==> config.mk <==
export PLATFORM = sky130hd
export DESIGN_NAME = cr_rom_arbiter
export DESIGN_NICKNAME = d
export VERILOG_FILES = /design/src/rtl/cr_rom_arbiter.sv
export SDC_FILE = /design/constraint.sdc
export NUM_CORES = 1
export LEC_CHECK = 0
export ABC_AREA = 0
export ABC_CLOCK_PERIOD_IN_PS = 4600
export BUFFER_PORTS_ARGS = -buffer_cell sky130_fd_sc_hd__clkbuf_2
export CORE_UTILIZATION = 44
export DETAILED_ROUTE_END_ITERATION = 7
export PLACE_DENSITY = 0.86
export SKIP_CTS_REPAIR_TIMING = 1
export SLEW_MARGIN = 15
export SYNTH_ARGS = -nofsm -noshare
export SYNTH_HDL_FRONTEND = slang
export SYNTH_SLANG_ARGS = --single-unit
export TNS_END_PERCENT = 10
==> constraint.sdc <==
create_clock -name clk -period 4.6 [get_ports clk]
set_input_delay 0.92 -clock clk [delete_from_list [all_inputs] [get_ports clk]]
set_output_delay 0.92 -clock clk [all_outputs]
set_load 0.02 [all_outputs]
==> src/rtl/cr_rom_arbiter.sv <==
// Round-robin arbiter sharing one character-ROM read port between two requesters,
// with glyph burst lock, starvation cap and tagged read-latency tracking.
// Optional grant/conflict statistics counters: define CR_ARB_STATS_EN.
module cr_rom_arbiter #(
  parameter int CR_ADDRSIZE = 9,
  parameter int CR_DATASIZE = 13,
  parameter int ROM_LAT     = 1,
  parameter int MAX_BURST   = 24
) (
  input  logic                   clk,
  input  logic                   reset,
  input  logic                   req0,
  input  logic                   lock0,
  input  logic [CR_ADDRSIZE-1:0] addr0,
  output logic                   gnt0,
  output logic                   rvalid0,
  input  logic                   req1,
  input  logic                   lock1,
  input  logic [CR_ADDRSIZE-1:0] addr1,
  output logic                   gnt1,
  output logic                   rvalid1,
  output logic [CR_DATASIZE-1:0] rdata,
  output logic [CR_ADDRSIZE-1:0] CR_A,
  input  logic [CR_DATASIZE-1:0] CR_Q,
  output logic [15:0]            stat_gnt0,
  output logic [15:0]            stat_gnt1,
  output logic [15:0]            stat_conf
);

  typedef enum logic [1:0] {IDLE, OWN0, OWN1} state_t;

  state_t                 state_q, state_d;
  logic [5:0]             burst_q, burst_d;
  logic                   last_q, last_d;
  logic                   gnt0_q, gnt0_d, gnt1_q, gnt1_d;
  logic [CR_ADDRSIZE-1:0] cr_a_q, cr_a_d;
  logic [ROM_LAT-1:0]     pv_q, pv_d, pid_q, pid_d;
  logic [ROM_LAT:0]       pv_ext, pid_ext;

  logic win, win_id, rr_id, rr_lock;
  logic own_act, own_id, own_req, own_lock, oth_req, oth_lock, cap;

  always_comb begin
    // Tie goes to whoever was not granted last
    rr_id    = (req0 && req1) ? ~last_q : req1;
    rr_lock  = rr_id ? lock1 : lock0;
    own_act  = (state_q != IDLE);
    own_id   = (state_q == OWN1);
    own_req  = own_id ? req1 : req0;
    own_lock = own_id ? lock1 : lock0;
    oth_req  = own_id ? req0 : req1;
    oth_lock = own_id ? lock0 : lock1;
    cap      = (burst_q >= 6'(MAX_BURST));

    win     = 1'b0;
    win_id  = 1'b0;
    state_d = IDLE;
    burst_d = 6'd0;

    if (own_act && own_req && own_lock) begin
      if (oth_req && cap) begin
        win    = 1'b1;
        win_id = ~own_id;
        if (oth_lock) begin
          state_d = own_id ? OWN0 : OWN1;
          burst_d = 6'd1;
        end
      end else begin
        win     = 1'b1;
        win_id  = own_id;
        state_d = state_q;
        burst_d = cap ? burst_q : burst_q + 6'd1;
      end
    end else if (req0 || req1) begin
      win    = 1'b1;
      win_id = rr_id;
      if (rr_lock) begin
        state_d = rr_id ? OWN1 : OWN0;
        burst_d = 6'd1;
      end
    end

    gnt0_d = win & ~win_id;
    gnt1_d = win & win_id;
    cr_a_d = win ? (win_id ? addr1 : addr0) : cr_a_q;
    last_d = win ? win_id : last_q;

    // Tag pipe: stage 0 follows the registered grant, oldest stage drives rvalid
    pv_ext  = {pv_q, gnt0_q | gnt1_q};
    pid_ext = {pid_q, gnt1_q};
    pv_d    = pv_ext[ROM_LAT-1:0];
    pid_d   = pid_ext[ROM_LAT-1:0];
  end

  always_ff @(posedge clk) begin
    if (reset) begin
      state_q <= IDLE;
      burst_q <= 6'd0;
      last_q  <= 1'b1;
      gnt0_q  <= 1'b0;
      gnt1_q  <= 1'b0;
      cr_a_q  <= '0;
      pv_q    <= '0;
      pid_q   <= '0;
    end else begin
      state_q <= state_d;
      burst_q <= burst_d;
      last_q  <= last_d;
      gnt0_q  <= gnt0_d;
      gnt1_q  <= gnt1_d;
      cr_a_q  <= cr_a_d;
      pv_q    <= pv_d;
      pid_q   <= pid_d;
    end
  end

  assign gnt0    = gnt0_q;
  assign gnt1    = gnt1_q;
  assign CR_A    = cr_a_q;
  assign rvalid0 = pv_q[ROM_LAT-1] & ~pid_q[ROM_LAT-1];
  assign rvalid1 = pv_q[ROM_LAT-1] &  pid_q[ROM_LAT-1];
  assign rdata   = CR_Q;

`ifdef CR_ARB_STATS_EN
  logic [15:0] sg0_q, sg0_d, sg1_q, sg1_d, sconf_q, sconf_d;

  always_comb begin
    sg0_d   = (gnt0_d && sg0_q != 16'hFFFF) ? sg0_q + 16'd1 : sg0_q;
    sg1_d   = (gnt1_d && sg1_q != 16'hFFFF) ? sg1_q + 16'd1 : sg1_q;
    sconf_d = (req0 && req1 && sconf_q != 16'hFFFF) ? sconf_q + 16'd1 : sconf_q;
  end

  always_ff @(posedge clk) begin
    if (reset) begin
      sg0_q   <= 16'd0;
      sg1_q   <= 16'd0;
      sconf_q <= 16'd0;
    end else begin
      sg0_q   <= sg0_d;
      sg1_q   <= sg1_d;
      sconf_q <= sconf_d;
    end
  end

  assign stat_gnt0 = sg0_q;
  assign stat_gnt1 = sg1_q;
  assign stat_conf = sconf_q;
`else
  assign stat_gnt0 = 16'd0;
  assign stat_gnt1 = 16'd0;
  assign stat_conf = 16'd0;
`endif

endmodule

==> impl_metrics.py, run 1 <==
metrics = {
    "status": {
        "status": "completed",
    },
    "final_layout": {
        "fin_cells": 240,
        "nNetsFinal": 235,
        "drive_gt1_share_pct": 26.8,
        "n_antenna_cell": 0,
        "area_growth_syn_to_layout_pct": -3.09,
    },
    "clock_network": {
        "clk_latency_ns": 0.30,
        "clk_pin_slew_ns": 0.12,
        "cts_buffer_depth": 2,
        "clock_sinks": 22,
        "cts_tree": "done",
        "h-tree-depth": 1,
        "clock-root-buffer": "clkbuf_4",
        "numCtsBuffers": 3,
    },
    "timing": {
        "post-route-period-util_pct": 49.7,
        "maxSlewViolCount": 0,
        "hold_slack_ns": 0.460,
        "finalSetupViolCount": 0,
        "worst_pin_slew_ns": 0.629,
        "maxSlewHeadroom_pct": 58.1,
        "rsz0062_at_grt": "false",
        "final.min_clock_period_ns": 2.29,
        "finalClockSkew_ns": 0.0103,
        "tns_ns": 0,
        "max_freq_mhz": 437,
        "hold_viol": 0,
        "fin_ws_ns": 2.31,
    },
    "min_path": {
        "hp-class": "reg -> reg",
    },
    "synth": {
        "syn_inst": 172,
        "ys_types": 38,
        "ys_ff_latch": 22,
        "ys_seq_area_share_pct": 28.6,
        "syn-cell-area_um2": 1540,
        "synth_area_per_cell_um2": 8.95,
        "yosysWarnings": 0,
    },
    "pwr": {
        "power_switching_w": 0.000139,
        "leakage_nw": 0.783,
        "clkPwrFrac_pct": 21.1,
        "ir_drop_mv": 0.123,
        "finalPower_w": 0.000405,
        "power_density_nw_per_um2": 271,
        "p_seq_share_pct": 52.1,
        "power_frac_comb_pct": 26.8,
        "switching_share_pct": 34.4,
        "power.internal_w": 0.000266,
    },
    "setup_path": {
        "required_ns": 4.84,
        "critical_path_class": "in -> reg",
        "cp.arrival_ns": 2.53,
        "critPathLaunchType": "input pin",
        "crit_path_end_kind": "register",
        "crit_path_max_fanout": 12,
    },
    "route": {
        "vias_per_cell": 4.51,
        "wl_per_cell_um": 10.1,
        "drc": 0,
        "dr.pass1.iters": 4,
        "routed_wl_um": 2420,
        "ant_nets": 0,
        "num_vias": 1083,
        "drt_iter0_markers": 22,
    },
    "global_routing": {
        "grt_max_degree": 13,
        "track_usage_pct": 13.1,
        "antenna_found_initial": 0,
        "grt_pass1_vias": 850,
        "grt_pass1_wl_um": 3680,
        "grt_overflow": 0,
    },
    "floorplan": {
        "rows": 21,
        "start_util_pct": 46.2,
        "boundaryPins": 111,
        "dieArea_um2": 3740,
        "die_w_um": 61.2,
        "die_y_um": 61.2,
        "core-area_um2": 3340,
    },
    "flow_run": {
        "maxCapViolations": 0,
    },
    "placed_design": {
        "io_buffers": 36,
        "hpwlAfterDp_um": 1830,
        "place_inst": 237,
        "routabilityCongestion": 0.808,
        "dp_slack_ns": 2.00,
    },
}
-- registers in the layout, indices dropped and copies added (netlist names) --
name / count
state_q: 2
burst_q: 6
CR_A: 9
gnt0: 1
pv_q: 1
gnt1: 1
last_q: 1
pid_q: 1
-- metal layers --
metal,share of wire (%),global-route usage (%)
met5,0,0
met4,0.70,5.19
met3,8.1,2.73
met2,45,20.8
met1,46,17.5
-- critical path, cell delays in order --
cell and delay [ns]:
clkbuf_2 0.22, nand4b_2 0.23, and4_4 0.25, a2111oi_4 0.57, a22o_1 0.24, a21o_1 0.09
-- area by class of cell --
| class | instances | area, um^2 |
|---|---|---|
| tap | 46 | 57.6 |
| sequential | 22 | 440 |
| multi-input combinational | 129 | 777 |
| inverter | 4 | 15.0 |
| timing repair buffer | 36 | 180 |
| clock buffer | 3 | 22.5 |
| fill | 352 | 1840 |
-- kinds of logic after synthesis --
kind of cell | count (synthesis) | share of synthesized area, %
other cells | 1 | 0.243
buf+inv | 68 | 32.4
simple gates | 34 | 12.7
mux | 1 | 0.650
fa+ha+maj | 2 | 1.62
compound gates | 42 | 22.7
flops | 22 | 28.6
xor+xnor | 2 | 1.14
-- Yosys cell counts (all sizes together) --
library cell / count / area, um^2
nor2b: 2 / 12.5
a311oi: 1 / 8.76
nand3: 4 / 25.0
a21oi: 7 / 35.0
buf: 64 / 484
or2: 1 / 6.26
a21o: 11 / 90.1
ha: 2 / 25.0
conb: 1 / 3.75
a32oi: 1 / 27.5
nor3: 2 / 15.0
nand4b: 1 / 15.0
nand4: 1 / 6.26
and3b: 1 / 10.0
and4: 1 / 11.3
nor2: 10 / 40.0
nand2: 8 / 30.0
dfxtp: 22 / 440
a31oi: 4 / 25.0
inv: 4 / 15.0
and2b: 1 / 10.0
nor3b: 1 / 7.51
o2111ai: 1 / 8.76
o21ai: 4 / 20.0
a2111oi: 1 / 27.5
and2: 1 / 6.26
xnor2: 2 / 17.5
mux2i: 1 / 10.0
a22o: 9 / 78.8
o211ai: 1 / 7.51
a211o: 2 / 20.0
-- placed cells by master (no fill, tap or decap), drive strengths merged, types with 2 or more instances in the layout --
master,netlist,layout
conb,1,48
clkbuf,0,39
dfxtp,22,22
a21o,11,11
nor2,10,10
a22o,9,9
nand2,8,8
a21oi,7,7
inv,4,4
a31oi,4,4
nand3,4,4
o21ai,4,4
nor2b,2,2
xnor2,2,2
a211o,2,2
ha,2,2
nor3,2,2
-- power by group through the flow --
stage	clock network (W)	logic (W)	registers, W
after floorplan	0	0.000121	0.000224
after global placement	0	0.000106	0.000215
after detailed placement	0	0.000108	0.000215
after CTS	0.0000905	0.000109	0.000211
after global routing	0.0000985	0.000120	0.000212
final	0.0000853	0.000109	0.000211
-- worst paths after layout --
path / from / end / slack (ns) / cells after the start
hold / removal: burst_q[5]$_SDFFE_PP0P_ / burst_q[5]$_SDFFE_PP0P_ / 0.46 / 2
hold reg to reg: burst_q[5]$_SDFFE_PP0P_ / burst_q[5]$_SDFFE_PP0P_ / 0.46 / 2
setup reg to reg: state_q[0]$_SDFFE_PP0P_ / CR_A[0]$_SDFFE_PP0N_ / 2.69 / 5
setup / recovery: req1 / CR_A[0]$_SDFFE_PP0N_ / 2.31 / 6
-- per-stage QoR --
step | util, % | instance area [um^2]
6_report | 44.7 | 1490
5_1_grt | 44.7 | 1490
4_1_cts | 44.7 | 1490
3_5_place_dp | 44.1 | 1470
3_3_place_gp | 44.1 | 1470
2_1_floorplan | - | 1720
Note: power is estimated with default switching activity, not from simulation.
==> run 2, diff against run 1 <==
- ABC_CLOCK_PERIOD_IN_PS: 4600 -> 1840
- CORE_UTILIZATION: 44 -> 37
- PLACE_DENSITY: 0.86 -> 0.77
- clock period: 4.6 -> 1.84 ns (I/O delays scaled with it)
==> run 2 against run 1 <==
- clock power grew to 5.3 times the previous value
- global-route usage fell by 1.2 points
- first-iteration DRC count rose by 59%
- sequential share of layout area decreased by 1.8 points
- sequential cell count unchanged
- largest power group unchanged
==> impl_metrics.py, run 2 (synthesis gave the netlist of run 1 again) <==
metrics = {
    "timing": {
        "rsz0062_at_grt": "false",
        "hold_viol": 0,
        "post-route-period-util_pct": 91.2,
        "finalClockSkew_ns": 0.00260,
        "finalSetupViolCount": 0,
        "final.min_clock_period_ns": 1.68,
        "maxSlewViolCount": 0,
        "tns_ns": 0,
        "max_freq_mhz": 596,
        "worst_pin_slew_ns": 0.579,
        "maxSlewHeadroom_pct": 61.2,
    },
    "setup_path": {
        "crit_path_max_fanout": 10,
        "reg2reg_depth": 6,
        "critPathLaunchType": "register",
        "required_ns": 2.05,
        "crit_path_cell_trace": "and2b_4, a32oi_4, a2111oi_4, buf_4, a22o_1, a21o_1",
        "crit_start": "state_q[0]$_SDFFE_PP0P_",
        "critical_path_buf_inv_count": 1,
        "critical_path_class": "reg -> reg",
        "crit_path_end_kind": "register",
        "ff2ff_setup_slack_ns": 0.16,
        "cp-endpoint": "CR_A[8]$_SDFFE_PP0N_",
        "cp_top_family": "compound AO/OA/AOI/OAI gates",
        "critical_path_depth": 6,
        "rr_endpoint": "CR_A[8]$_SDFFE_PP0N_",
        "cp.arrival_ns": 1.89,
        "max_stage_delay_ns": 0.36,
        "r2r-start": "state_q[0]$_SDFFE_PP0P_",
        "critPathSlowestCell": "dfxtp_2",
    },
    "placed_design": {
        "routabilityCongestion": 0.833,
        "io_buffers": 36,
        "hpwlAfterDp_um": 1980,
        "postPlaceCellArea_um2": 1510,
    },
    "final_layout": {
        "area_growth_syn_to_layout_pct": 3.49,
        "mostFrequentLayoutCells": "conb_1 (48), clkbuf_2 (36), dfxtp_1 (21), a21o_1 (10)",
        "n_antenna_cell": 0,
        "drive_gt1_share_pct": 29.5,
        "largest_reg_flops": 9,
        "final_common_cell": "conb_1",
        "fillers": 415,
        "nNetsFinal": 240,
        "final_area_um2": 1590,
        "fin_util_pct": 39.8,
    },
    "route": {
        "dr.pass1.iters": 4,
        "num_vias": 1113,
        "drt_iter0_markers": 35,
        "routed_wl_um": 2540,
        "drc": 0,
        "vias_per_cell": 4.45,
        "ant_nets": 0,
        "wl_per_cell_um": 10.2,
    },
    "global_routing": {
        "grt_max_degree": 14,
        "track_usage_pct": 11.9,
        "grt_overflow": 0,
        "antenna_found_initial": 0,
        "grt_pass1_wl_um": 4020,
        "grt_pass1_vias": 881,
    },
    "floorplan": {
        "die_y_um": 66.5,
        "start_util_pct": 38.5,
        "boundaryPins": 111,
        "rows": 23,
        "dieArea_um2": 4420,
        "die_w_um": 66.5,
        "core-area_um2": 4000,
    },
    "clock_network": {
        "clock-root-buffer": "clkbuf_8",
        "clk_latency_ns": 0.26,
        "numCtsBuffers": 3,
        "cts_buffer_depth": 2,
        "clk_pin_slew_ns": 0.08,
        "h-tree-depth": 1,
        "clock_sinks": 22,
        "cts_tree": "done",
    },
    "min_path": {
        "hp-class": "in -> reg",
        "whs_path_depth": 2,
    },
    "flow_run": {
        "maxCapViolations": 0,
    },
    "pwr": {
        "leakage_nw": 0.840,
        "power_density_nw_per_um2": 792,
        "ir_drop_mv": 0.356,
    },
    "status": {
        "status": "completed",
    },
}
==> run 2: cell count changes in the layout (fill, tap and decap cells not counted), sizes merged <==
cell,before,now
buf,0,5
bufinv,0,1
==> run 2: how the worst min path moves through the flow <==
stage / startpoint / endpoint
final: addr1[0] / CR_A[0]$_SDFFE_PP0N_
after global placement: burst_q[5]$_SDFFE_PP0P_ / burst_q[5]$_SDFFE_PP0P_
after CTS: addr1[0] / CR_A[0]$_SDFFE_PP0N_
after floorplan: burst_q[5]$_SDFFE_PP0P_ / burst_q[5]$_SDFFE_PP0P_
after detailed placement: burst_q[5]$_SDFFE_PP0P_ / burst_q[5]$_SDFFE_PP0P_
after global routing: addr1[3] / CR_A[3]$_SDFFE_PP0N_
==> run 2: per-stage QoR <==
| stage | cells | hold slack [ns] | setup WS [ns] | total power, W |
|---|---|---|---|---|
| 2_1_floorplan | 219 | 0.432 | 0.217 | 0.000864 |
| 3_3_place_gp | 246 | 0.445 | 0.152 | 0.000814 |
| 3_5_place_dp | 246 | 0.454 | 0.0898 | 0.000818 |
| 4_1_cts | 250 | 0.287 | 0.0896 | 0.00127 |
| 5_1_grt | 250 | 0.282 | 0.0689 | 0.00133 |
| 6_report | 250 | 0.292 | 0.161 | 0.00126 |
==> run 2: cell type report <==
cell class | count | area (um^2) | area share (%)
sequential | 22 | 442 | 27.7
multi-input combinational | 129 | 786 | 49.3
clock buffer | 3 | 41.3 | 2.59
timing repair buffer | 41 | 218 | 13.7
tap | 50 | 62.6 | 3.92
clock inverter | 1 | 30.0 | 1.88
inverter | 4 | 15.0 | 0.942
==> run 2: worst reg2reg max path, delay by kind of cell (launching register included) <==
family,cells,cell delay (ns)
AND/OR/NAND/NOR,1,0.30
AO/OA/AOI/OAI,4,0.74
flip-flops,1,0.36
buffers and inverters,1,0.22
==> run 2: report_power, final <==
part / internal [W] / switching (W)
clock: 0.000291 / 0.000161
sequential: 0.000507 / 0.0000207
combinational: 0.0000894 / 0.000193
total: 0.000887 / 0.000375
==> run 2: per-layer routing <==
metal / track usage (%) / part of all wire [%] / routed length [um]
met1: 14.4 / 43 / 1090
met2: 19.4 / 49 / 1250
met3: 2.91 / 6.6 / 168
met4: 6.12 / 1.6 / 41
met5: 0 / 0 / 0
